$ cat src/rtl/imem_loader_pkg.sv
// Shared types and constants for the instruction-memory loader.
// The loader accepts a framed byte stream and writes the image into instr_mem.
package imem_loader_pkg;

    typedef enum logic [2:0] {
        ST_IDLE   = 3'd0,
        ST_LEN_LO = 3'd1,
        ST_LEN_HI = 3'd2,
        ST_DATA   = 3'd3,
        ST_CSUM   = 3'd4,
        ST_DONE   = 3'd5,
        ST_ERR    = 3'd6
    } loader_state_t;

    localparam int BYTES_PER_WORD = 4;
    localparam int LEN_BYTES      = 2;
    localparam int LEN_W          = 8 * LEN_BYTES;

    // A frame is only accepted when it carries at least one word and cannot overrun memory.
    function automatic logic len_ok(input logic [LEN_W-1:0] n, input int max_words);
        return (n != '0) && (int'(n) <= max_words);
    endfunction

endpackage

$ cat src/rtl/imem_loader_word_assembler.sv
// Collects little-endian bytes into one instruction word.
// Flags the byte that completes a word and presents the completed value on o_word.
module word_assembler
    import imem_loader_pkg::*;
#(
    parameter int WORD_W = 32
) (
    input  logic              clk,
    input  logic              rst,
    input  logic              i_clear,
    input  logic              i_load,
    input  logic [7:0]        i_byte,
    output logic [WORD_W-1:0] o_word,
    output logic              o_word_ready
);

    localparam int IDX_W = $clog2(BYTES_PER_WORD);

    logic [IDX_W-1:0]  r_byte_idx;
    logic [WORD_W-1:0] r_word;
    logic [WORD_W-1:0] w_word_next;

    // o_word already includes the byte being accepted, so the final byte lands in the write.
    always_comb begin
        w_word_next = r_word;
        w_word_next[8*r_byte_idx +: 8] = i_byte;
    end

    assign o_word       = w_word_next;
    assign o_word_ready = i_load && (r_byte_idx == IDX_W'(BYTES_PER_WORD - 1));

    always_ff @(posedge clk or negedge rst) begin
        if (!rst) begin
            r_byte_idx <= '0;
            r_word     <= '0;
        end else if (i_clear) begin
            r_byte_idx <= '0;
        end else if (i_load) begin
            r_word     <= w_word_next;
            r_byte_idx <= r_byte_idx + 1'b1;
        end
    end

endmodule

$ cat src/rtl/imem_loader.sv
// Write-side loader for instr_mem: parses the frame, writes the assembled words and verifies the XOR checksum.
// It keeps the CPU in reset until a complete, verified image has been loaded.
module imem_loader
    import imem_loader_pkg::*;
#(
    parameter int                  PC_WIDTH    = 32,
    parameter int                  INSTR_WIDTH = 32,
    parameter logic [PC_WIDTH-1:0] BASE_ADDR   = '0,
    parameter int                  MAX_WORDS   = 256
) (
    input  logic                   clk,
    input  logic                   rst,
    input  logic                   start,
    input  logic                   rx_valid,
    input  logic [7:0]             rx_data,
    output logic                   rx_ready,
    output logic                   imem_we,
    output logic [PC_WIDTH-1:0]    imem_addr,
    output logic [INSTR_WIDTH-1:0] imem_wdata,
    output logic                   cpu_rst,
    output logic                   busy,
    output logic                   done,
    output logic                   err
);

    localparam int WIDX_W = $clog2(MAX_WORDS + 1);

    loader_state_t          r_state;
    logic [7:0]             r_len_lo;
    logic [WIDX_W-1:0]      r_len;
    logic [WIDX_W-1:0]      r_word_idx;
    logic [7:0]             r_csum;
    logic                   r_we;
    logic [PC_WIDTH-1:0]    r_addr;
    logic [INSTR_WIDTH-1:0] r_wdata;
    logic                   r_cpu_rst;
    logic                   r_done;
    logic                   r_err;

    logic                   w_rx_ready;
    logic                   w_hs;
    logic                   w_start_ok;
    logic                   w_load;
    logic [LEN_W-1:0]       w_len;
    logic [INSTR_WIDTH-1:0] w_word;
    logic                   w_word_ready;
    logic                   w_last_word;

    assign w_rx_ready  = (r_state == ST_LEN_LO) || (r_state == ST_LEN_HI) ||
                         (r_state == ST_DATA)   || (r_state == ST_CSUM);
    assign w_hs        = rx_valid && w_rx_ready;
    assign w_start_ok  = start && ((r_state == ST_IDLE) || (r_state == ST_DONE) ||
                                   (r_state == ST_ERR));
    assign w_load      = w_hs && (r_state == ST_DATA);
    assign w_len       = {rx_data, r_len_lo};
    assign w_last_word = (r_word_idx == r_len - 1'b1);

    word_assembler #(
        .WORD_W (INSTR_WIDTH)
    ) u_asm (
        .clk          (clk),
        .rst          (rst),
        .i_clear      (w_start_ok),
        .i_load       (w_load),
        .i_byte       (rx_data),
        .o_word       (w_word),
        .o_word_ready (w_word_ready)
    );

    always_ff @(posedge clk or negedge rst) begin
        if (!rst) begin
            r_state    <= ST_IDLE;
            r_len_lo   <= '0;
            r_len      <= '0;
            r_word_idx <= '0;
            r_csum     <= '0;
            r_we       <= 1'b0;
            r_addr     <= '0;
            r_wdata    <= '0;
            r_cpu_rst  <= 1'b1;
            r_done     <= 1'b0;
            r_err      <= 1'b0;
        end else begin
            r_we <= 1'b0;
            // Write port is registered: strobe, address and data appear the cycle after byte 3.
            if (w_word_ready) begin
                r_we       <= 1'b1;
                r_addr     <= BASE_ADDR + PC_WIDTH'(r_word_idx) * PC_WIDTH'(BYTES_PER_WORD);
                r_wdata    <= w_word;
                r_word_idx <= r_word_idx + 1'b1;
            end
            if (w_load) begin
                r_csum <= r_csum ^ rx_data;
            end

            case (r_state)
                ST_IDLE, ST_DONE, ST_ERR: begin
                    if (start) begin
                        r_state    <= ST_LEN_LO;
                        r_done     <= 1'b0;
                        r_err      <= 1'b0;
                        r_word_idx <= '0;
                        r_csum     <= '0;
                        r_cpu_rst  <= 1'b1;
                    end
                end
                ST_LEN_LO: begin
                    if (w_hs) begin
                        r_len_lo <= rx_data;
                        r_state  <= ST_LEN_HI;
                    end
                end
                ST_LEN_HI: begin
                    if (w_hs) begin
                        if (len_ok(w_len, MAX_WORDS)) begin
                            r_len   <= WIDX_W'(w_len);
                            r_state <= ST_DATA;
                        end else begin
                            r_err   <= 1'b1;
                            r_state <= ST_ERR;
                        end
                    end
                end
                ST_DATA: begin
                    if (w_word_ready && w_last_word) begin
                        r_state <= ST_CSUM;
                    end
                end
                ST_CSUM: begin
                    if (w_hs) begin
                        if (rx_data == r_csum) begin
                            r_done    <= 1'b1;
                            r_cpu_rst <= 1'b0;
                            r_state   <= ST_DONE;
                        end else begin
                            r_err     <= 1'b1;
                            r_state   <= ST_ERR;
                        end
                    end
                end
                default: begin
                    r_state <= ST_IDLE;
                end
            endcase
        end
    end

    assign rx_ready   = w_rx_ready;
    assign busy       = w_rx_ready;
    assign imem_we    = r_we;
    assign imem_addr  = r_addr;
    assign imem_wdata = r_wdata;
    assign cpu_rst    = r_cpu_rst;
    assign done       = r_done;
    assign err        = r_err;

endmodule

$ cat config.mk
export PLATFORM = sky130hd
export DESIGN_NAME = imem_loader
export DESIGN_NICKNAME = d
export VERILOG_FILES = /design/src/rtl/imem_loader_pkg.sv /design/src/rtl/imem_loader_word_assembler.sv /design/src/rtl/imem_loader.sv
export SDC_FILE = /design/constraint.sdc
export NUM_CORES = 1
export LEC_CHECK = 0
export BUFFER_PORTS_ARGS = -buffer_cell sky130_fd_sc_hd__buf_2
export CORE_ASPECT_RATIO = 2
export CORE_MARGIN = 2
export CORE_UTILIZATION = 35
export DETAILED_ROUTE_END_ITERATION = 6
export PLACE_DENSITY_LB_ADDON = 0.05
export RECOVER_POWER = 50
export SYNTH_ARGS = -nofsm -noshare
export SYNTH_HDL_FRONTEND = slang
export SYNTH_SLANG_ARGS = --single-unit
$ cat constraint.sdc
create_clock -name clk -period 3.76 [get_ports clk]
set_input_delay 0.376 -clock clk [delete_from_list [all_inputs] [get_ports clk]]
set_output_delay 0.376 -clock clk [all_outputs]
set_load 0.02 [all_outputs]
# Yosys cells after proc, flatten, opt, wreduce, memory -nomap -nowiden
# Cells that the tools add are included.
dict set report word_totals {
  register_bits 116
}
dict set report classes {
  add_sub_neg 4
  n_lt_le_gt_ge 1
  eq_ne 17
  shifts 2
  muxes 31
  bitwise_logic 2
  n_reduce_logical 23
}
# cell n
set op_table {}
lappend op_table {{5-bit negation with 34-bit output} 1}
lappend op_table {{8-bit by 34-bit variable shift with 32-bit output, first input constant} 1}
lappend op_table {{8-bit by 34-bit variable part select with 32-bit output} 1}
lappend op_table {{32-bit bitwise mux} 1}
lappend op_table {{9-bit two-way mux} 3}
lappend op_table {{8-bit two-way mux} 3}
lappend op_table {{3-bit two-way mux} 6}
lappend op_table {{16-bit by 9-bit less-or-equal comparator with 1-bit output, second input constant} 1}
lappend op_table {{16-bit nonzero test} 1}
lappend op_table {{3-bit case mux with 5 select lines} 1}
lappend op_table {{2-bit != test, second input constant} 6}
lappend op_table {{1-bit two-way mux} 11}
lappend op_table {{9-bit by 1-bit adder with 9-bit output, second input constant} 1}
lappend op_table {{3-bit equality test, second input constant} 3}
lappend op_table {{9-bit equality test} 1}
lappend op_table {{9-bit by 1-bit subtractor with 9-bit output, second input constant} 1}
lappend op_table {{8-bit equality test} 1}
lappend op_table {{8-bit bitwise XOR} 1}
lappend op_table {{3-bit by 2-bit equality test with 1-bit output, second input constant} 2}
lappend op_table {{1-bit logical AND} 6}
lappend op_table {{2-bit two-way mux} 3}
lappend op_table {{6-bit AND reduction} 1}
lappend op_table {{1-bit logical OR} 5}
lappend op_table {{5-bit AND reduction} 1}
lappend op_table {{other kinds (14)} 18}

# Longest topological paths before layout
# Gate-level depths: netlist of run 1.
dict set report depth {
  depth_word 10
  depth_mapped 9
  ltp_nobuf 8
}

# Modules after synthesis
# From an unflattened synthesis of run 1, not the netlist that was laid out.
dict set report hier_totals {
  hier_cells 496
  area_unflattened_um2 5856.9
}
# mod instances cells_per_inst area_per_inst_um2
set by_module_without_submodules {}
lappend by_module_without_submodules {imem_loader 1 349 3967.6}
lappend by_module_without_submodules {word_assembler 1 147 1889.3}

# Least setup slack after synthesis of run 1
# OpenSTA, ideal clock, no wires.
dict set report synth_timing {
  path_kind {reg-to-reg}
  from {register r_len[0]}
  to {register r_state[0]}
  setup_ns 0.122
  arrival_time_ns 2.082
  t_required_ns 3.638
  slack_ns 1.557
  stages_incl_launch_ff 8
  path_cell_list {dfrtp_1 inv_1 ha_1 nor4b_1 a21boi_0 o311a_1 or4_4 a32o_1}
}
dict set report synth_between {
  elab_chain_cells 5
}
# item line_no
set synth_lines {}
lappend synth_lines {{start, declared} imem_loader.sv:30} ;# logic [WIDX_W-1:0] r_len;
lappend synth_lines {{start signal, assigned} imem_loader.sv:116} ;# r_len <= WIDX_W'(w_len);
lappend synth_lines {{9-bit by 1-bit subtractor with 9-bit output} imem_loader.sv:56} ;# assign w_last_word = (r_word_idx == r_len - 1'b1);
lappend synth_lines {{9-bit equality test} imem_loader.sv:56}
lappend synth_lines {{1-bit logical AND} imem_loader.sv:125} ;# if (w_word_ready && w_last_word) begin
lappend synth_lines {{2-bit by 1-bit != test with 1-bit output (no line)} -}
lappend synth_lines {{5-bit AND reduction (no line)} -}
lappend synth_lines {{end signal, assigned} imem_loader.sv:126} ;# r_state <= ST_CSUM;
lappend synth_lines {{end signal, assigned} imem_loader.sv:134} ;# r_state <= ST_DONE;
lappend synth_lines {{end signal, assigned} imem_loader.sv:137} ;# r_state <= ST_ERR;
lappend synth_lines {{end, declared} imem_loader.sv:28} ;# loader_state_t r_state;
# No other way between the ends.
# A chain may end at the register's enable or synchronous reset.

# Worst setup path after layout of run 1
dict set report layout_timing {
  from {register r_state[1]}
  to {register r_state[0]}
}
dict set report layout_between {
  elab_chain_cells 10
  word_cells_on_any_way 22
}
# item line_no
set layout_lines {}
lappend layout_lines {{start signal, assigned} imem_loader.sv:72} ;# r_state <= ST_IDLE;
lappend layout_lines {{start signal, assigned} imem_loader.sv:99} ;# r_state <= ST_LEN_LO;
lappend layout_lines {{start signal, assigned} imem_loader.sv:110} ;# r_state <= ST_LEN_HI;
lappend layout_lines {{3-bit by 1-bit equality test with 1-bit output or 3-bit by 2-bit equality test with 1-bit output (tied branches)} {imem_loader.sv:49, imem_loader.sv:96}}
lappend layout_lines {{1-bit logical OR (2 in a row)} imem_loader.sv:49} ;# assign w_rx_ready = (r_state == ST_LEN_LO) || (r_state == ST_LEN_HI) ||
lappend layout_lines {{1-bit logical OR} imem_loader.sv:50} ;# (r_state == ST_DATA) || (r_state == ST_CSUM);
lappend layout_lines {{1-bit logical AND} imem_loader.sv:51} ;# assign w_hs = rx_valid && w_rx_ready;
lappend layout_lines {{1-bit logical AND} imem_loader.sv:54} ;# assign w_load = w_hs && (r_state == ST_DATA);
lappend layout_lines {{1-bit logical AND} imem_loader_word_assembler.sv:30} ;# assign o_word_ready = i_load && (r_byte_idx == IDX_W'(BYTES_PER_WORD - 1));
lappend layout_lines {{1-bit logical AND} imem_loader.sv:125}
lappend layout_lines {{2-bit by 1-bit != test with 1-bit output (no line)} -}
lappend layout_lines {{5-bit AND reduction (no line)} -}
# Parallel ways exist; a longest one is shown, timed or not.

==> flow_metrics.py, run 1 <==
metrics = {
    "status": {
        "status": "finished with violations",
        "violations": "max-capacitance violations, max-slew violations",
    },
    "floorplanning": {
        "die_area_um2": 16400,
        "fp.dieH_um": 179,
        "rows": 64,
        "ioPinCount": 82,
        "start_util_pct": 35.4,
        "core_um2": 15100,
        "fp.dieW_um": 91.5,
    },
    "setup_path": {
        "arrival_ns": 2.87,
        "timing.rr.start": "r_state[1]$_DFFE_PN0P_",
        "r2r.worst_path.cells": 7,
        "reg2reg_to": "r_state[0]$_DFFE_PN0P_",
        "cp-end-kind": "flop",
        "reg2reg_slack_ns": 1.13,
        "worstPathRequired_ns": 3.99,
        "path_max_fanout": 21,
        "cp-start-kind": "flop",
        "crit_type": "reg2reg",
    },
    "sta": {
        "setup_slack_ns": 1.13,
        "finalCriticalPeriod_ns": 2.63,
        "finalSetupViolCount": 0,
        "max_freq_ghz": 0.380,
        "setup_tns_ns": 0,
        "tightest_slew_ns": 2.74,
        "fin_crit_sh_pct": 70.1,
        "slew_violations": 49,
        "rsz0062_at_grt": "false",
        "clock-skew-final_ns": 0.0138,
        "hold_viol": 0,
        "slew_headroom_pct": -82.7,
    },
    "synthesis": {
        "synth-xor-area-share_pct": 4.08,
        "synth_edf_count": 0,
        "synth.yosys.seq_area_share_pct": 50.4,
        "synth_compound_area_share_pct": 15.1,
        "synth_mux_area_share_pct": 3.13,
        "synth-async-reset-ratio_pct": 100,
        "syn_area_per_cell_um2": 9.70,
        "ys_types": 56,
        "synthAdderAreaFrac_pct": 1.63,
        "ys_warn_count": 0,
        "yosys.area_share.simple_pct": 18.1,
        "synth_top_family_by_area": "simple AND/OR/NAND/NOR gates",
        "synthFlopType": "dfrtp_1",
        "synth-seq-cells": 108,
        "netlist_area_um2": 5360,
        "netlist_instances": 553,
    },
    "layout": {
        "fin_area_um2": 5970,
        "drive_gt1_share_pct": 13.4,
        "syn_to_final_growth_pct": 11.3,
        "final_util_pct": 39.4,
        "multi_input_area_um2": 2350,
        "nFillCells": 1548,
        "nets": 609,
        "ff_latch_area_um2": 2700,
        "antenna_cells": 0,
    },
    "routing": {
        "wl_per_cell_um": 16.2,
        "drt_wl_total_um": 12900,
        "vias": 4001,
        "drc_errors": 0,
        "dr.pass1.iters": 4,
        "drtIter0Drc": 238,
        "vias_per_cell": 5.05,
        "drtAntennaViolNets": 0,
    },
    "clocking": {
        "cts.clk_slew.worst_paths_ns": 0.07,
        "cts_buffer_depth": 2,
        "cts_max_level": 3,
        "cts_buffers": 9,
        "clock_latency_ns": 0.35,
        "cts.sinks": 108,
        "postCtsHoldBufs": 0,
        "post_cts_buffers": 0,
        "root_buffer": "clkbuf_16",
        "ctsResizeCount": 0,
        "cts_tree": "yes",
    },
    "pwr": {
        "p_per_area_nw_per_um2": 619,
        "post-layout-total-power_mw": 3.70,
        "leakage_nw": 2.83,
        "vdd_drop_max_mv": 0.239,
    },
    "worst_hold_path": {
        "worstHoldEndpoint": "imem_wdata[26]$_DFFE_PN0N_",
        "hold_path.class": "in2reg",
        "hold_start": "rx_data[2]",
        "holdPathStages": 3,
    },
    "global_routing": {
        "antenna_found_initial": 0,
        "grt_pass1_wl_um": 20900,
        "grt_max_degree": 61,
        "grtUsageTotal_pct": 16.2,
        "grt_pass1_vias": 3889,
        "gr-total-overflow": 0,
    },
    "flow_run": {
        "drv_cap": 1,
    },
    "placement": {
        "port_buffers": 58,
        "routabilityCongestion": 0.763,
        "hpwl_um": 8470,
        "dp_slack_ns": 1.12,
        "place_area_um2": 5720,
    },
}
## Yosys cell counts, drive strengths merged, types with 2 or more instances
library cell  instances  share of area (%)
a21o                  2               0.28
a21oi                10               0.93
a221oi               25                4.1
a22o                 24                3.9
a31oi                 3               0.35
a32o                  3               0.56
and2                  4               0.47
buf                  37                4.6
clkbuf               25                1.8
dfrtp               107                 50
ha                    7                1.6
inv                  14               0.98
mux2                 14                2.9
nand2                74                5.3
nand2b                2               0.23
nand3                12                1.1
nand4                 6               0.70
nor2                 71                5.0
nor2b                 8               0.93
nor3                  9               0.93
nor4                 10                1.3
nor4b                 3               0.72
o21ai                27                2.5
o21bai                2               0.28
o22ai                 4               0.47
o31ai                 3               0.42
or3                   3               0.35
or4                   2               0.35
xnor2                 9                1.5
xor2                 16                2.6
## metrics by stage
| step | std cells | hold slack, ns |
|---|---|---|
| finish | 793 | 0.414 |
| floorplan | 575 | 0.0804 |
| global route | 793 | 0.423 |
| global placement | 777 | 0.455 |
| CTS | 793 | 0.0622 |
| detailed placement | 777 | 0.452 |
## state kept, by name, indices dropped and copies added, names as in the netlist
| name | flops |
|---|---|
| imem_we | 1 |
| u_asm.r_word | 24 |
| imem_addr | 9 |
| u_asm.r_byte_idx | 2 |
| imem_wdata | 32 |
| r_word_idx | 9 |
| err | 1 |
| cpu_rst | 1 |
| r_len_lo | 8 |
| r_state | 3 |
| r_csum | 8 |
| r_len | 9 |
| done | 1 |
## power breakdown
| group | internal [mW] | total [mW] | switching [mW] | leakage, nW |
|---|---|---|---|---|
| clock | 0.462 | 0.910 | 0.449 | 0.133 |
| combinational | 0.423 | 1.10 | 0.672 | 1.25 |
| sequential | 1.44 | 1.69 | 0.251 | 1.44 |
| total | 2.32 | 3.70 | 1.37 | 2.83 |
## logic make-up after synthesis
| logic type | count (synthesis) |
|---|---|
| and+or+nand+nor | 209 |
| AOI/OAI and AO/OA | 111 |
| DFF | 108 |
| buffers and inverters | 77 |
| xor gates and xnor gates | 25 |
| muxes | 15 |
| adders and majority gates | 7 |
| other | 1 |
## worst max-delay path by stage
stage                      startpoint                 endpoint  cells past startpoint
3_3_place_gp   r_state[1]$_DFFE_PN0P_  r_word_idx[2]$_DFF_PN0_                      9
4_1_cts        r_state[1]$_DFFE_PN0P_  r_word_idx[2]$_DFF_PN0_                      9
3_5_place_dp   r_state[1]$_DFFE_PN0P_  r_word_idx[2]$_DFF_PN0_                      9
2_1_floorplan    r_len[0]$_DFFE_PN0P_   r_state[0]$_DFFE_PN0P_                      7
6_report       r_state[1]$_DFFE_PN0P_   r_state[0]$_DFFE_PN0P_                      7
5_1_grt                           rst     r_len[8]$_DFFE_PN0P_                      1
## placed cells by master, fill, tap and decap left out, types with 4 or more instances in the layout
cell type  synthesis  final
buf_2              6     34
a221oi_1          25     25
clkbuf_16          0      9
buf_4             25      7
xnor2_1            9      9
nor2_1            71     71
nand4_1            6      6
nand3_1           12     12
a21oi_1           10     10
and2_1             4      4
clkbuf_1          25     26
o22ai_1            4      4
nand2_1           73     73
mux2_2            14     14
o21ai_0           27     27
inv_1             13     13
nor4_1             9      8
a22o_1            24     24
nor2b_1            8      8
dfrtp_1          107    107
xor2_1            16     16
conb_1             1     23
nor3_1             8      8
ha_1               7      7
## critical path: stages, from the launching register on
cell and delay, ns:
dfrtp_1 0.69, and4b_1 0.28, buf_4 0.24, nand2_4 0.17, nor3_2 0.22, nand4_1 0.12
or4_4 0.54, a32o_1 0.27
## layer usage
metal	track usage [%]	routed length (um)	share of wire (%)
met5	0	0	0
met4	5.37	145	1.1
met3	2.35	451	3.5
met2	26.1	6370	50
met1	22.5	5890	46
## cell type report
class | count | area share, %
clock inverters | 5 | 0.755
well taps | 198 | 4.15
multi-input cells | 390 | 39.4
repair buffers | 66 | 5.58
clock buffers | 11 | 3.90
flip-flops and latches | 108 | 45.3
inverters | 15 | 0.944
Power figures use the tool's default switching activity.
==> run 2, diff against run 1 <==
==> constraint.sdc (replaced) <==
create_clock -name clk -period 2.3 [get_ports clk]
set_input_delay 0.23 -clock clk [delete_from_list [all_inputs] [get_ports clk]]
set_output_delay 0.23 -clock clk [all_outputs]
set_load 0.02 [all_outputs]
==> run 2 against run 1 <==
  * The flow now finishes without violations
  * Non-clock buffer count is 20 higher
  * Critical path depth is 1 lower
  * Core utilization is 1.1 points higher
  * Sequential power is 57% higher
  * Die area stayed put
  * Count of clock-buffer cells in the layout is 1 lower
  * Via count is 2.8% higher
  * Final cell count is 2.5% higher
  * Setup slack worse by 1.0 ns
  * First-iteration DRC count is 9.7% lower
  * Combinational power is 81% higher
  * Largest cell class unchanged
  * Largest power group unchanged
==> flow_metrics.py, run 2 (synthesis gave the netlist of run 1 again) <==
metrics = {
    "worst_hold_path": {
        "hold_path.class": "in2reg",
        "holdPathStages": 3,
        "hold_start": "rx_data[5]",
        "worstHoldEndpoint": "r_csum[5]$_DFF_PN0_",
    },
    "sta": {
        "slew_headroom_pct": 34.3,
        "slew_violations": 0,
        "fin_hold_ws_ns": 0.192,
        "clock-skew-final_ns": 0.0123,
        "tightest_slew_ns": 0.985,
        "max_freq_ghz": 0.451,
        "finalSetupViolCount": 0,
        "rsz0062_at_grt": "false",
        "fin_crit_sh_pct": 96.3,
        "finalCriticalPeriod_ns": 2.22,
        "hold_viol": 0,
    },
    "routing": {
        "drtIter0Drc": 215,
        "vias_per_cell": 5.06,
        "drc_errors": 0,
        "dr.pass1.iters": 4,
        "vias": 4115,
        "drtAntennaViolNets": 0,
        "drt_wl_total_um": 13200,
        "wl_per_cell_um": 16.3,
    },
    "layout": {
        "largest_reg_flops": 32,
        "antenna_cells": 0,
        "most-common-layout-cells": "dfrtp_1 (107), nand2_1 (73), nor2_1 (71)",
        "drive_gt1_share_pct": 16.1,
        "nets": 629,
        "nFillCells": 1553,
        "syn_to_final_growth_pct": 14.4,
        "final_common_cell": "dfrtp_1",
        "final_util_pct": 40.5,
    },
    "setup_path": {
        "cp_top_family": "simple AND/OR/NAND/NOR gates",
        "critPathSlowestCell": "or4_4",
        "worstPathRequired_ns": 2.54,
        "crit_chain": "buf_4 > nor4_2 > nand2_1 > o311a_1 > or4_4 > a32o_1",
        "r2r.worst_path.cells": 6,
        "timing.rr.start": "r_len[1]$_DFFE_PN0P_",
        "path_max_fanout": 4,
        "arrival_ns": 2.45,
        "crit_type": "reg2reg",
        "crit_path_max_incr_delay_ns": 0.51,
        "cp-start-kind": "flop",
        "reg2reg_to": "r_state[0]$_DFFE_PN0P_",
        "worst-path-buf-inv": 1,
        "cp-end-kind": "flop",
        "reg2reg_slack_ns": 0.08,
    },
    "clocking": {
        "clock_latency_ns": 0.35,
        "cts_max_level": 3,
        "cts.sinks": 108,
        "cts_tree": "yes",
        "cts.clk_slew.worst_paths_ns": 0.08,
        "cts_buffer_depth": 2,
        "root_buffer": "clkbuf_16",
        "cts_buffers": 9,
    },
    "global_routing": {
        "use_met2_pct": 26.3,
        "gr-max-usage-layer": "met2",
        "grtUsageTotal_pct": 16.7,
        "grt_max_degree": 45,
        "grt_pass1_wl_um": 21700,
        "grtUsageMet3_pct": 2.65,
        "gr-total-overflow": 0,
        "grt_pass1_vias": 4026,
        "gr-usage-met1_pct": 23.8,
        "antenna_found_initial": 0,
    },
    "pwr": {
        "leakage_nw": 2.93,
        "vdd_drop_max_mv": 0.472,
        "p_per_area_nw_per_um2": 1010,
    },
    "floorplanning": {
        "rows": 64,
        "die_area_um2": 16400,
        "fp.dieH_um": 179,
        "ioPinCount": 82,
        "start_util_pct": 35.4,
        "fp.dieW_um": 91.5,
        "core_um2": 15100,
    },
    "flow_run": {
        "drv_cap": 0,
    },
    "placement": {
        "port_buffers": 58,
        "hpwl_um": 8900,
        "routabilityCongestion": 0.786,
    },
    "status": {
        "status": "finished clean",
    },
}
## run 2: cell types whose count changed in the layout (fill, tap and decap cells not counted)
cell,change
clkinv_2,+1
clkbuf_2,+3
buf_2,-1
clkinv_4,-1
clkbuf_1,+1
buf_4,+14
dlygate4sd3_1,+1
clkinvlp_4,-1
nor4b_1,-1
buf_12,+1
inv_8,+1
nor4b_2,+1
inv_6,+1
## run 2: worst max path at each step
stage	from	cells past startpoint	slack (ns)	to
finish	r_len[1]$_DFFE_PN0P_	6	0.08	r_state[0]$_DFFE_PN0P_
global route	r_len[1]$_DFFE_PN0P_	6	0.0004	r_state[0]$_DFFE_PN0P_
CTS	r_len[1]$_DFFE_PN0P_	6	0.09	r_state[0]$_DFFE_PN0P_
detailed placement	r_len[0]$_DFFE_PN0P_	8	-0.0009	r_state[0]$_DFFE_PN0P_
global placement	r_len[0]$_DFFE_PN0P_	8	0.07	r_state[0]$_DFFE_PN0P_
floorplan	r_len[0]$_DFFE_PN0P_	7	0.1	r_state[0]$_DFFE_PN0P_
## run 2: final cells by class
type / count / area, um^2 / share of cell area, %
timing repair buffer: 86 / 485 / 7.92
clock inverter: 6 / 53.8 / 0.878
sequential: 108 / 2700 / 44.1
inverter: 15 / 56.3 / 0.918
tap: 198 / 248 / 4.04
clock buffer: 10 / 229 / 3.73
multi-input combinational: 390 / 2350 / 38.4
## run 2: per-stage QoR
step | area, um^2 | cells | setup TNS (ns) | setup WS [ns] | power [mW]
floorplan | 5440 | 575 | 0 | 0.0965 | 4.12
global placement | 5890 | 796 | 0 | 0.0655 | 4.72
detailed placement | 5890 | 796 | -0.000880 | -0.000880 | 4.73
CTS | 6190 | 813 | 0 | 0.0889 | 6.30
global route | 6130 | 813 | 0 | 0.000434 | 6.61
finish | 6130 | 813 | 0 | 0.0845 | 6.17
## run 2: repair_timing
action / in CTS / in global routing
buffers inserted: 0 / 0
setup endpoints to repair: 1 / 0
hold endpoints to repair: 35 / 0
hold buffers: 1 / 0
gates resized for setup: 1 / 0
## run 2: power by group
part           switching [mW]  internal, mW
logic                    1.23         0.764
clock network           0.762         0.763
registers               0.300          2.35
total                    2.29          3.88
## run 2: worst register-to-register path, delay by kind of cell (launching register included)
kind / cells / cell delay (ns)
compound gates: 2 / 0.64
flops: 1 / 0.38
simple gates: 3 / 0.94
buf+inv: 1 / 0.15
## run 2: routing by layer
layer | up-vias | part of all wire [%]
met5 | - | 0
met4 | 0 | 1.3
met3 | 9 | 3.7
met2 | 81 | 48
met1 | 2025 | 47
li1 | 2000 | -
==> run 3, diff against run 2 <==
--- a/config.mk
+++ b/config.mk
@@ -12,6 +12,7 @@
 export DETAILED_ROUTE_END_ITERATION = 6
 export PLACE_DENSITY_LB_ADDON = 0.05
 export RECOVER_POWER = 50
+export SETUP_SLACK_MARGIN = 0.3
 export SYNTH_ARGS = -nofsm -noshare
 export SYNTH_HDL_FRONTEND = slang
 export SYNTH_SLANG_ARGS = --single-unit
==> constraint.sdc (replaced) <==
create_clock -name clk -period 2 [get_ports clk]
set_input_delay 0.2 -clock clk [delete_from_list [all_inputs] [get_ports clk]]
set_output_delay 0.2 -clock clk [all_outputs]
set_load 0.02 [all_outputs]
==> run 3 against run 2 <==
  * The flow now finishes with violations (negative setup slack)
  * Die area unchanged
  * Flip-flop and latch count unchanged
  * Core utilization increased by 6.0 points
  * Clock power increased by 20%
  * Critical path depth increased by 1
==> flow_metrics.py, run 3 (synthesis gave the netlist of run 1 again) <==
metrics = {
    "status": {
        "status": "finished with violations",
        "violations": "negative setup slack",
    },
    "routing": {
        "drtAntennaViolNets": 0,
        "wl_per_cell_um": 17.2,
        "drc_errors": 0,
        "dr.pass1.iters": 6,
        "drtIter0Drc": 170,
        "drt_wl_total_um": 14800,
        "vias_per_cell": 5.11,
        "vias": 4384,
    },
    "layout": {
        "antenna_cells": 0,
        "drive_gt1_share_pct": 30.6,
        "nFillCells": 1477,
        "final_common_cell": "dfrtp_1",
        "ff_latch_area_um2": 2710,
        "syn_to_final_growth_pct": 31.2,
        "nets": 674,
        "multi_input_area_um2": 2700,
        "most-common-layout-cells": "dfrtp_1 (104), nor2_1 (69), nand2_1 (69)",
        "largest_reg_flops": 32,
    },
    "setup_path": {
        "reg2reg_to": "r_state[0]$_DFFE_PN0P_",
        "reg2reg_slack_ns": -0.15,
        "worstPathRequired_ns": 2.24,
        "cp-end-kind": "flop",
        "cp-startpoint": "r_len[0]$_DFFE_PN0P_",
        "arrival_ns": 2.40,
        "r2r.worst_path.cells": 7,
        "cp-start-kind": "flop",
        "crit_type": "reg2reg",
        "path_max_fanout": 3,
        "timing.rr.start": "r_len[0]$_DFFE_PN0P_",
    },
    "clocking": {
        "root_buffer": "clkbuf_16",
        "cts_tree": "yes",
        "cts_buffer_depth": 2,
        "cts_buffers": 9,
        "cts.clk_slew.worst_paths_ns": 0.08,
        "cts_max_level": 3,
        "cts.sinks": 108,
        "clock_latency_ns": 0.36,
    },
    "sta": {
        "fin_crit_sh_pct": 108,
        "fin_hold_ws_ns": 0.159,
        "max_freq_ghz": 0.465,
        "hold_viol": 0,
        "finalSetupViolCount": 3,
        "tightest_slew_ns": 1.43,
        "finalCriticalPeriod_ns": 2.15,
        "clock-skew-final_ns": 0.0112,
        "slew_headroom_pct": 4.98,
        "slew_violations": 0,
        "rsz0062_at_grt": "true",
        "setup_slack_ns": -0.151,
    },
    "floorplanning": {
        "ioPinCount": 82,
        "rows": 64,
        "core_um2": 15100,
        "fp.dieW_um": 91.5,
        "fp.dieH_um": 179,
        "die_area_um2": 16400,
        "start_util_pct": 35.4,
    },
    "worst_hold_path": {
        "hold_path.class": "in2reg",
        "holdPathStages": 3,
        "worstHoldEndpoint": "imem_wdata[29]$_DFFE_PN0N_",
        "hold_start": "rx_data[5]",
    },
    "global_routing": {
        "gr-total-overflow": 0,
        "antenna_found_initial": 0,
        "grt_max_degree": 45,
        "grt_pass1_vias": 4139,
        "grt_pass1_wl_um": 22700,
        "grtUsageTotal_pct": 17.6,
    },
    "pwr": {
        "p_per_area_nw_per_um2": 1100,
        "vdd_drop_max_mv": 0.517,
        "leakage_nw": 3.39,
    },
    "placement": {
        "routabilityCongestion": 0.872,
        "port_buffers": 58,
        "dp_slack_ns": -0.138,
        "hpwl_um": 9370,
    },
    "flow_run": {
        "drv_cap": 0,
    },
}
[run 3: changes by cell type in the layout (fill, tap and decap cells not counted), moves of 5 or more]
cell	change
a221oi_1	-17
mux2_2	-6
mux2_4	+6
buf_2	+5
o21ai_0	-7
a221oi_2	+16
clkbuf_1	-6
buf_6	+13
buf_4	+29
[run 3: repair_timing]
action,CTS,global route
pin swaps,5,14
hold buffers,1,0
hold endpoints to repair,22,0
resized for setup,36,51
setup endpoints to repair,55,85
cloned,1,3
setup buffers,4,9
[run 3: layout make-up]
type,count,area share (%)
Clock inverter,6,0.907
Sequential cell,108,38.5
Multi-Input combinational cell,390,38.4
Inverter,15,1.12
Timing Repair Buffer,131,14.3
Clock buffer,10,3.26
Tap cell,198,3.52
[run 3: critical path, stage by stage (launching register included)]
cell and delay [ns]:
dfrtp_1 0.43, inv_2 0.08, ha_4 0.16, nor4b_4 0.13, a21boi_1 0.12, o311a_1 0.31
or4_4 0.53, a32o_1 0.27
[run 3: how the worst max path moves through the flow]
| stage | cells after the start | to |
|---|---|---|
| floorplan | 7 | r_state[0]$_DFFE_PN0P_ |
| global placement | 5 | r_state[0]$_DFFE_PN0P_ |
| detailed placement | 5 | r_state[0]$_DFFE_PN0P_ |
| CTS | 7 | r_state[0]$_DFFE_PN0P_ |
| global route | 9 | r_state[0]$_DFFE_PN0P_ |
| finish | 7 | r_state[0]$_DFFE_PN0P_ |
[run 3: per-stage QoR]
stage | util (%) | TNS [ns] | std cells | cell area (um^2) | power [mW]
after floorplan | - | -0.0780 | 575 | 5590 | 4.88
after global placement | 41.2 | -0.150 | 824 | 6230 | 5.68
after detailed placement | 41.2 | -0.198 | 824 | 6230 | 5.71
after CTS | 44.6 | -0.168 | 846 | 6750 | 7.63
after global routing | 46.5 | -1.23 | 858 | 7030 | 8.26
final | 46.5 | -0.298 | 858 | 7030 | 7.77
[run 3: metal layers]
metal	up-vias	GRT usage, %	part of all wire [%]
li1	2100	-	-
met4	0	4.92	1.7
met1	2182	24.8	45
met5	-	0	0
met3	13	2.65	3.6
met2	89	28.3	50
[run 3: where the power goes]
part / switching [mW] / internal, mW
combinational: 1.63 / 1.21
sequential: 0.396 / 2.71
clock: 0.929 / 0.886
total: 2.96 / 4.81
